==> config.mk <==
export PLATFORM = sky130hd
export DESIGN_NAME = jtlb_ctl_flat
export DESIGN_NICKNAME = d
export VERILOG_FILES = /design/src/rtl/jtlb_ctl_pkg.sv /design/src/rtl/jtlb_ctl_if.sv /design/src/rtl/jtlb_rr2.sv /design/src/rtl/jtlb_ctl.sv /design/src/flat_wrapper.sv
export SDC_FILE = /design/constraint.sdc
export NUM_CORES = 1
export LEC_CHECK = 0
export ABC_AREA = 1
export CAP_MARGIN = 20
export CORE_UTILIZATION = 37
export CTS_BUF_LIST = sky130_fd_sc_hd__clkbuf_8
export CTS_CLUSTER_DIAMETER = 40
export DETAILED_ROUTE_END_ITERATION = 10
export PLACE_DENSITY = 0.79
export SETUP_SLACK_MARGIN = 0.2
export SLEW_MARGIN = 20
export SYNTH_ARGS = -nofsm -noshare
export SYNTH_HDL_FRONTEND = slang
export SYNTH_SLANG_ARGS = --single-unit
==> constraint.sdc <==
create_clock -name clk -period 1.35 [get_ports clk]
set_input_delay 0.27 -clock clk [delete_from_list [all_inputs] [get_ports clk]]
set_output_delay 0.27 -clock clk [all_outputs]
set_load 0.005 [all_outputs]
==> src/rtl/jtlb_ctl_pkg.sv <==
// Shared types for the JTLB sequencer: CP0 op codes, response exception codes, FSM states.
package jtlb_ctl_pkg;

  typedef enum logic [1:0] {
    OpTlbr  = 2'd0,
    OpTlbwi = 2'd1,
    OpTlbwr = 2'd2,
    OpTlbp  = 2'd3
  } tlb_op_e;

  typedef enum logic [2:0] {
    ExcNone  = 3'd0,
    ExcAde   = 3'd1,
    ExcMiss  = 3'd2,
    ExcInval = 3'd3,
    ExcMod   = 3'd4
  } rsp_exc_e;

  typedef enum logic [1:0] {
    StIdle = 2'd0,
    StLook = 2'd1,
    StResp = 2'd2,
    StOp   = 2'd3
  } jtlb_state_e;

  localparam logic RspIdI = 1'b0;
  localparam logic RspIdD = 1'b1;

  // A multiple-hit shutdown is reported to the requester as a miss.
  function automatic rsp_exc_e exc_encode(input logic shut, input logic ade, input logic miss,
                                          input logic inval, input logic mod);
    rsp_exc_e e;
    if (shut)       e = ExcMiss;
    else if (ade)   e = ExcAde;
    else if (miss)  e = ExcMiss;
    else if (inval) e = ExcInval;
    else if (mod)   e = ExcMod;
    else            e = ExcNone;
    return e;
  endfunction

endpackage

==> src/rtl/jtlb_ctl_if.sv <==
// Requester, CP0 and JTLB-facing signals of the JTLB sequencer.
interface jtlb_ctl_if #(
  parameter int unsigned VA_W = 64,
  parameter int unsigned PA_W = 32
);

  logic            ireq;
  logic [VA_W-1:0] iva;
  logic            igrant;
  logic            dreq;
  logic [VA_W-1:0] dva;
  logic            dwr;
  logic            dgrant;
  logic            opreq;
  logic [1:0]      op;
  logic            opdone;

  logic [VA_W-1:0] jtlbva;
  logic            jtlbreq;
  logic            jtlbwr;
  logic            tlbr;
  logic            tlbwi;
  logic            tlbwr;
  logic            tlbp;
  logic [PA_W-1:0] jtlbpa;
  logic            jtlbcache;
  logic            jtlbmiss;
  logic            jtlbade;
  logic            jtlbinval;
  logic            jtlbmod;
  logic            cp0jtlbshut;

  logic            rsp_valid;
  logic            rsp_ready;
  logic            rsp_id;
  logic [PA_W-1:0] rsp_pa;
  logic            rsp_cache;
  logic [2:0]      rsp_exc;
  logic            utlb_flush;
  logic            tlb_shutdown;

  // Environment side: micro-TLBs, CP0 and the JTLB array.
  modport master (
    output ireq, iva, dreq, dva, dwr, opreq, op, rsp_ready,
    output jtlbpa, jtlbcache, jtlbmiss, jtlbade, jtlbinval, jtlbmod, cp0jtlbshut,
    input  igrant, dgrant, opdone, jtlbva, jtlbreq, jtlbwr, tlbr, tlbwi, tlbwr, tlbp,
    input  rsp_valid, rsp_id, rsp_pa, rsp_cache, rsp_exc, utlb_flush, tlb_shutdown
  );

  // Sequencer side.
  modport slave (
    input  ireq, iva, dreq, dva, dwr, opreq, op, rsp_ready,
    input  jtlbpa, jtlbcache, jtlbmiss, jtlbade, jtlbinval, jtlbmod, cp0jtlbshut,
    output igrant, dgrant, opdone, jtlbva, jtlbreq, jtlbwr, tlbr, tlbwi, tlbwr, tlbp,
    output rsp_valid, rsp_id, rsp_pa, rsp_cache, rsp_exc, utlb_flush, tlb_shutdown
  );

endinterface

==> src/rtl/jtlb_rr2.sv <==
// Two-way round-robin arbiter between the I and D micro-TLB refill requests.
module jtlb_rr2 (
  input  logic clk,
  input  logic rstn,
  input  logic en,
  input  logic ireq,
  input  logic dreq,
  output logic igrant,
  output logic dgrant
);

  // rr_q = 0 favours D, 1 favours I.
  logic rr_q, rr_d;

  always_comb begin
    dgrant = en & dreq & (~ireq | ~rr_q);
    igrant = en & ireq & (~dreq | rr_q);
  end

  always_comb begin
    rr_d = rr_q;
    if (dgrant)      rr_d = 1'b1;
    else if (igrant) rr_d = 1'b0;
  end

  always_ff @(posedge clk or negedge rstn) begin
    if (!rstn) rr_q <= 1'b0;
    else       rr_q <= rr_d;
  end

endmodule

==> src/rtl/jtlb_ctl.sv <==
// JTLB sequencer: arbitrates micro-TLB refills and CP0 TLB ops onto the shared JTLB and
// returns registered lookup results on a single response bus.
module jtlb_ctl
  import jtlb_ctl_pkg::*;
#(
  parameter int unsigned VA_W = 64,
  parameter int unsigned PA_W = 32
) (
  input logic         clk,
  input logic         rstn,
  input logic         phi2,
  jtlb_ctl_if.slave   bus
);

  jtlb_state_e     state_q, state_d;
  logic [VA_W-1:0] va_q;
  logic            wr_q;
  logic            id_q;
  tlb_op_e         op_q;
  logic [PA_W-1:0] pa_q;
  logic            cache_q;
  rsp_exc_e        exc_q;
  logic            shut_q;

  logic arb_en, op_go, arb_igrant, arb_dgrant;

  // Grants are masked during reset so every output reads zero while rstn is low.
  assign op_go  = rstn & (state_q == StIdle) & bus.opreq;
  assign arb_en = rstn & (state_q == StIdle) & ~bus.opreq;

  jtlb_rr2 u_rr2 (
    .clk    (clk),
    .rstn   (rstn),
    .en     (arb_en),
    .ireq   (bus.ireq),
    .dreq   (bus.dreq),
    .igrant (arb_igrant),
    .dgrant (arb_dgrant)
  );

  always_ff @(posedge clk or negedge rstn) begin
    if (!rstn) state_q <= StIdle;
    else       state_q <= state_d;
  end

  always_comb begin
    state_d = state_q;
    unique case (state_q)
      StIdle: begin
        if (op_go)                          state_d = StOp;
        else if (arb_igrant || arb_dgrant)  state_d = StLook;
      end
      StLook: state_d = StResp;
      StResp: if (bus.rsp_ready) state_d = StIdle;
      StOp:   if (phi2)          state_d = StIdle;
      default: state_d = StIdle;
    endcase
  end

  logic igrant, dgrant, opdone, jtlbreq, jtlbwr, tlbr, tlbwi, tlbwr, tlbp, rsp_valid, utlb_flush;

  always_comb begin
    igrant     = 1'b0;
    dgrant     = 1'b0;
    opdone     = 1'b0;
    jtlbreq    = 1'b0;
    jtlbwr     = 1'b0;
    tlbr       = 1'b0;
    tlbwi      = 1'b0;
    tlbwr      = 1'b0;
    tlbp       = 1'b0;
    rsp_valid  = 1'b0;
    utlb_flush = 1'b0;
    unique case (state_q)
      StIdle: begin
        igrant = arb_igrant & ~op_go;
        dgrant = arb_dgrant & ~op_go;
      end
      StLook: begin
        jtlbreq = 1'b1;
        jtlbwr  = wr_q & (id_q == RspIdD);
      end
      StResp: rsp_valid = 1'b1;
      StOp: begin
        tlbr       = (op_q == OpTlbr);
        tlbwi      = (op_q == OpTlbwi);
        tlbwr      = (op_q == OpTlbwr);
        tlbp       = (op_q == OpTlbp);
        opdone     = phi2;
        // Any JTLB write may alias stale micro-TLB entries.
        utlb_flush = phi2 & ((op_q == OpTlbwi) || (op_q == OpTlbwr));
      end
      default: ;
    endcase
  end

  always_ff @(posedge clk or negedge rstn) begin
    if (!rstn) begin
      va_q    <= '0;
      wr_q    <= 1'b0;
      id_q    <= RspIdI;
      op_q    <= OpTlbr;
      pa_q    <= '0;
      cache_q <= 1'b0;
      exc_q   <= ExcNone;
      shut_q  <= 1'b0;
    end else begin
      if (dgrant) begin
        va_q <= bus.dva;
        wr_q <= bus.dwr;
        id_q <= RspIdD;
      end else if (igrant) begin
        va_q <= bus.iva;
        wr_q <= 1'b0;
        id_q <= RspIdI;
      end
      if (op_go) op_q <= tlb_op_e'(bus.op);
      if (state_q == StLook) begin
        pa_q    <= bus.jtlbpa;
        cache_q <= bus.jtlbcache;
        exc_q   <= exc_encode(bus.cp0jtlbshut, bus.jtlbade, bus.jtlbmiss, bus.jtlbinval,
                              bus.jtlbmod);
        if (bus.cp0jtlbshut) shut_q <= 1'b1;
      end
    end
  end

  assign bus.igrant       = igrant;
  assign bus.dgrant       = dgrant;
  assign bus.opdone       = opdone;
  assign bus.jtlbva       = va_q;
  assign bus.jtlbreq      = jtlbreq;
  assign bus.jtlbwr       = jtlbwr;
  assign bus.tlbr         = tlbr;
  assign bus.tlbwi        = tlbwi;
  assign bus.tlbwr        = tlbwr;
  assign bus.tlbp         = tlbp;
  assign bus.rsp_valid    = rsp_valid;
  assign bus.rsp_id       = id_q;
  assign bus.rsp_pa       = pa_q;
  assign bus.rsp_cache    = cache_q;
  assign bus.rsp_exc      = exc_q;
  assign bus.utlb_flush   = utlb_flush;
  assign bus.tlb_shutdown = shut_q;

endmodule

==> src/flat_wrapper.sv <==
// flat-port wrapper written by rule: the top's interface ports become plain ports
module jtlb_ctl_flat import jtlb_ctl_pkg::*;
#(
  parameter int unsigned VA_W = 64,
  parameter int unsigned PA_W = 32
)
  (clk, rstn, phi2, bus_ireq, bus_iva, bus_dreq, bus_dva, bus_dwr, bus_opreq, bus_op, bus_rsp_ready, bus_jtlbpa, bus_jtlbcache, bus_jtlbmiss, bus_jtlbade, bus_jtlbinval, bus_jtlbmod, bus_cp0jtlbshut, bus_igrant, bus_dgrant, bus_opdone, bus_jtlbva, bus_jtlbreq, bus_jtlbwr, bus_tlbr, bus_tlbwi, bus_tlbwr, bus_tlbp, bus_rsp_valid, bus_rsp_id, bus_rsp_pa, bus_rsp_cache, bus_rsp_exc, bus_utlb_flush, bus_tlb_shutdown);
  jtlb_ctl_if #(.VA_W(VA_W), .PA_W(PA_W)) bus_i ();
  input logic clk;
  input logic rstn;
  input logic phi2;
  input wire logic [$bits(bus_i.ireq)-1:0] bus_ireq;
  input wire logic [$bits(bus_i.iva)-1:0] bus_iva;
  input wire logic [$bits(bus_i.dreq)-1:0] bus_dreq;
  input wire logic [$bits(bus_i.dva)-1:0] bus_dva;
  input wire logic [$bits(bus_i.dwr)-1:0] bus_dwr;
  input wire logic [$bits(bus_i.opreq)-1:0] bus_opreq;
  input wire logic [$bits(bus_i.op)-1:0] bus_op;
  input wire logic [$bits(bus_i.rsp_ready)-1:0] bus_rsp_ready;
  input wire logic [$bits(bus_i.jtlbpa)-1:0] bus_jtlbpa;
  input wire logic [$bits(bus_i.jtlbcache)-1:0] bus_jtlbcache;
  input wire logic [$bits(bus_i.jtlbmiss)-1:0] bus_jtlbmiss;
  input wire logic [$bits(bus_i.jtlbade)-1:0] bus_jtlbade;
  input wire logic [$bits(bus_i.jtlbinval)-1:0] bus_jtlbinval;
  input wire logic [$bits(bus_i.jtlbmod)-1:0] bus_jtlbmod;
  input wire logic [$bits(bus_i.cp0jtlbshut)-1:0] bus_cp0jtlbshut;
  output wire logic [$bits(bus_i.igrant)-1:0] bus_igrant;
  output wire logic [$bits(bus_i.dgrant)-1:0] bus_dgrant;
  output wire logic [$bits(bus_i.opdone)-1:0] bus_opdone;
  output wire logic [$bits(bus_i.jtlbva)-1:0] bus_jtlbva;
  output wire logic [$bits(bus_i.jtlbreq)-1:0] bus_jtlbreq;
  output wire logic [$bits(bus_i.jtlbwr)-1:0] bus_jtlbwr;
  output wire logic [$bits(bus_i.tlbr)-1:0] bus_tlbr;
  output wire logic [$bits(bus_i.tlbwi)-1:0] bus_tlbwi;
  output wire logic [$bits(bus_i.tlbwr)-1:0] bus_tlbwr;
  output wire logic [$bits(bus_i.tlbp)-1:0] bus_tlbp;
  output wire logic [$bits(bus_i.rsp_valid)-1:0] bus_rsp_valid;
  output wire logic [$bits(bus_i.rsp_id)-1:0] bus_rsp_id;
  output wire logic [$bits(bus_i.rsp_pa)-1:0] bus_rsp_pa;
  output wire logic [$bits(bus_i.rsp_cache)-1:0] bus_rsp_cache;
  output wire logic [$bits(bus_i.rsp_exc)-1:0] bus_rsp_exc;
  output wire logic [$bits(bus_i.utlb_flush)-1:0] bus_utlb_flush;
  output wire logic [$bits(bus_i.tlb_shutdown)-1:0] bus_tlb_shutdown;
  assign bus_i.ireq = bus_ireq;
  assign bus_i.iva = bus_iva;
  assign bus_i.dreq = bus_dreq;
  assign bus_i.dva = bus_dva;
  assign bus_i.dwr = bus_dwr;
  assign bus_i.opreq = bus_opreq;
  assign bus_i.op = bus_op;
  assign bus_i.rsp_ready = bus_rsp_ready;
  assign bus_i.jtlbpa = bus_jtlbpa;
  assign bus_i.jtlbcache = bus_jtlbcache;
  assign bus_i.jtlbmiss = bus_jtlbmiss;
  assign bus_i.jtlbade = bus_jtlbade;
  assign bus_i.jtlbinval = bus_jtlbinval;
  assign bus_i.jtlbmod = bus_jtlbmod;
  assign bus_i.cp0jtlbshut = bus_cp0jtlbshut;
  assign bus_igrant = bus_i.igrant;
  assign bus_dgrant = bus_i.dgrant;
  assign bus_opdone = bus_i.opdone;
  assign bus_jtlbva = bus_i.jtlbva;
  assign bus_jtlbreq = bus_i.jtlbreq;
  assign bus_jtlbwr = bus_i.jtlbwr;
  assign bus_tlbr = bus_i.tlbr;
  assign bus_tlbwi = bus_i.tlbwi;
  assign bus_tlbwr = bus_i.tlbwr;
  assign bus_tlbp = bus_i.tlbp;
  assign bus_rsp_valid = bus_i.rsp_valid;
  assign bus_rsp_id = bus_i.rsp_id;
  assign bus_rsp_pa = bus_i.rsp_pa;
  assign bus_rsp_cache = bus_i.rsp_cache;
  assign bus_rsp_exc = bus_i.rsp_exc;
  assign bus_utlb_flush = bus_i.utlb_flush;
  assign bus_tlb_shutdown = bus_i.tlb_shutdown;
  jtlb_ctl #(.VA_W(VA_W), .PA_W(PA_W)) u_core (.clk(clk), .rstn(rstn), .phi2(phi2), .bus(bus_i));
endmodule
==> flow_metrics.tcl <==
set metrics [dict create \
    rsz0062_at_grt "true" \
    cts_max_level 3 \
    num_antenna_cells 0 \
    worstSetupEndpointType "primary output" \
    met2_usage 0.4277 \
    post-route-util 0.7287 \
    vias_per_cell 4.795 \
    fin_ws_ps -402.7 \
    synth_nets 883 \
    root_buffer "clkbuf_8" \
    arrival_ps 1480 \
    ys_seq_area_frac 0.4974 \
    crit_buf_inv 3 \
    hold_viol_final 25 \
    use_met1 0.2874 \
    grt_pass1_vias 5643 \
    areaGrowthSynthToFinish_pct 89.04 \
    cts_tree "yes" \
    die_area_sq_um 15170 \
    syn_area_sq_um 5434 \
    grt-busiest-layer "met2" \
    grt_pass1_wl_microns 28490 \
    p_comb_frac 0.530 \
    dr.pass1.iters 5 \
    num_vias 6209 \
    die_x_microns 123.2 \
    fp.coreArea_sq_um 14100 \
    yosysWarningCount 0 \
    final_layout_size_suffix_gt1_frac 0.3686 \
    tightest_slew_ps 470.4 \
    hold_ws_ps -52.61 \
    timing.setup.tns_ps -27120 \
    internal_power_mw 11.22 \
    maxCapViolations 0 \
    row_count 43 \
    path_clk_slew_ps 100 \
    placed_cell_area_sq_um 8750 \
    place_ws_ps -624.6 \
    critical-path-slowest-cell "dfrtp_2" \
    slew_viol_final 0 \
    initial_core_util 0.3855 \
    ctsLongestPathBuffers 2 \
    crit_path_start_kind "flip-flop" \
    fin_crit_ps 1753 \
    dr.first_iter.drc_count 278 \
    antenna_found_initial 0 \
    insertion_delay_ps 380 \
    use_met3 0.07657 \
    routed_wl_microns 21580 \
    grt_usage 0.2474 \
    drt-wirelength-per-cell_microns 16.66 \
    setup_viol 102 \
    ys_types 24 \
    max_slew_margin 0.6864 \
    port_buffers 288 \
    netlist_instances 703 \
    drc 0 \
    clock_sinks 108 \
    crit_chain "nor2_4, nand2_2, nor2_4, buf_6, nand2_4, inv_4, buf_6" \
    p_sw_frac 0.3592 \
    hpwl_microns 13020 \
    power_density_nw_per_um2 1704 \
    violations "hold timing, setup timing" \
    clockPowerShare 0.146 \
    required_ps 1080 \
    outcome "finished, violations left" \
    die_h_microns 123.2 \
    ir_worst_vdd_mv 0.9825 \
    p_sw_mw 6.288 \
    leakagePower_nw 5.357 \
    clock.fmax_ghz 0.5705 \
    nNetsFinal 1290 \
    clock_skew_ps 10.70 \
    critPathTopFamily "flip-flops" \
    overflow 0 \
    holdCritPathClass "input port to asynchronous set/reset pin" \
    design_area_sq_um 10270 \
    final_cells 1295 \
    synth.ff_latch_count 108 \
    postSynthAreaPerCell_sq_um 7.730 \
    fin_crit_sh 1.298 \
    cts_buffers 9 \
    seqPwrFrac 0.323 \
    dp.cells 1177 \
    pin_count 289 \
    grt_max_degree 84 \
    worstPathMaxFanout 3 \
    crit_type "flip-flop to primary output" \
    total_power_mw 17.50 \
    critPathMaxStageDelay_ps 430 \
    drtAntennaViolNets 0 \
    gp_congestion 0.8249 \
]
## final cells by class
class,count,area (sq um)
clock inverter,7,138.9
multi-input combinational,469,2696
fill,1029,3824
tap,180,225.2
inverter,84,325.3
sequential,108,2705
timing repair buffer,438,4058
clock buffer,9,123.9
## flip-flops by register name, summed over array words and instances, names as in the netlist
register                 count
u_core.wr_q                  1
u_core.bus.rsp_pa           32
u_core.bus.jtlbva           64
u_core.state_q               2
u_core.bus.rsp_cache         1
u_core.u_rr2.rr_q            1
u_core.bus.rsp_exc           3
u_core.op_q                  2
u_core.bus.rsp_id            1
u_core.bus.tlb_shutdown      1
## cells in the final DEF (no fill, tap or decap), types with 2 or more instances in the layout
| cell | Yosys | layout |
|---|---|---|
| nand2_1 | 300 | 233 |
| clkdlybuf4s50_1 | 0 | 174 |
| dfrtp_1 | 108 | 106 |
| buf_2 | 25 | 104 |
| buf_4 | 8 | 93 |
| inv_1 | 82 | 73 |
| nand3b_1 | 65 | 65 |
| nand2_2 | 2 | 59 |
| nand3_1 | 68 | 33 |
| nand3_2 | 0 | 32 |
| buf_6 | 1 | 27 |
| buf_12 | 0 | 15 |
| nand2_4 | 0 | 10 |
| buf_8 | 0 | 10 |
| clkbuf_8 | 0 | 9 |
| inv_2 | 2 | 8 |
| nor2_1 | 11 | 7 |
| clkbuf_16 | 0 | 6 |
| buf_16 | 0 | 5 |
| a21oi_1 | 4 | 4 |
| nor2_2 | 0 | 4 |
| ha_4 | 0 | 4 |
| bufinv_16 | 0 | 4 |
| nor2_4 | 3 | 3 |
| nand3_4 | 0 | 3 |
| o21ai_1 | 0 | 3 |
| inv_4 | 0 | 2 |
| clkinv_4 | 0 | 2 |
| o21ai_2 | 1 | 2 |
| clkinv_2 | 0 | 2 |
| dlygate4sd2_1 | 0 | 2 |
| dfrtp_2 | 0 | 2 |
## synthesized netlist by cell type
master / number / area share
nor2_4: 3 / 0.0062
buf_4: 8 / 0.011
nor2_1: 11 / 0.0076
o22a_1: 1 / 0.0016
nand2_1: 300 / 0.21
o21bai_1: 1 / 0.0014
inv_1: 82 / 0.057
buf_1: 1 / 0.00069
o31ai_1: 1 / 0.0014
a21oi_1: 4 / 0.0037
o21ai_2: 1 / 0.0016
a21boi_1: 1 / 0.0014
nand2_2: 2 / 0.0023
a21boi_0: 1 / 0.0014
buf_2: 25 / 0.023
inv_2: 2 / 0.0014
nor3_1: 1 / 0.00092
ha_1: 4 / 0.0092
dfrtp_1: 108 / 0.50
nand3_1: 68 / 0.063
nand3b_1: 65 / 0.090
buf_6: 1 / 0.0021
clkbuf_1: 7 / 0.0048
o21ai_0: 5 / 0.0046
## worst register-to-register path, delay by kind of cell, from the launching register on
| kind | cells | cell delay, ps |
|---|---|---|
| flops | 1 | 430 |
| buf+inv | 5 | 690 |
| compound gates | 1 | 70 |
| simple gates | 5 | 450 |
## per-layer routing
metal  vias to the layer above  wire length, microns  share of wire
li1                       2979                     -              -
met1                      2931                  8215           0.38
met2                       266                 10950           0.51
met3                        33                  1945          0.090
met4                         0                   468          0.022
met5                         -                     0              0
## cells by family after synthesis
kind of cell    after synthesis  share of synthesized area
buf+inv                     126                    0.09970
simple gates                450                     0.3767
compound gates               15                    0.01704
fa+ha+maj                     4                   0.009211
flops                       108                     0.4974
## repair_timing
item | 4_1_cts | 5_1_grt
buffers inserted | 46 | 42
cloned | 6 | 8
pin swaps | 7 | 59
hold endpoints to repair | 25 | 25
resized for setup | 483 | 172
setup endpoints to repair | 220 | 221
## path summary, 6_finish.rpt
| check | depth (start not counted) | start | slack [ps] | end |
|---|---|---|---|---|
| max | 7 | u_core.state_q[1] | -400 | bus_dgrant |
| min reg2reg | 2 | u_core.bus.rsp_pa[25] | 480 | u_core.bus.rsp_pa[25] |
| max in group asynchronous | 3 | rstn | 620 | u_core.bus.jtlbva[10] |
| min in group clk | 3 | bus_jtlbpa[20] | 430 | u_core.bus.rsp_pa[20] |
| min | 2 | rstn | -50 | u_core.bus.jtlbva[22] |
| max reg2reg | 11 | u_core.state_q[1] | -380 | u_core.bus.jtlbva[61] |
## power groups by stage
stage / Combinational (mW) / Sequential, mW / Clock (mW)
finish: 9.28 / 5.66 / 2.56
global placement: 7.25 / 5.58 / 0
floorplan: 2.62 / 5.74 / 0
CTS: 7.35 / 5.52 / 2.59
global route: 10.0 / 5.81 / 2.74
detailed placement: 7.39 / 5.63 / 0
(Power assumes the default switching activity.)
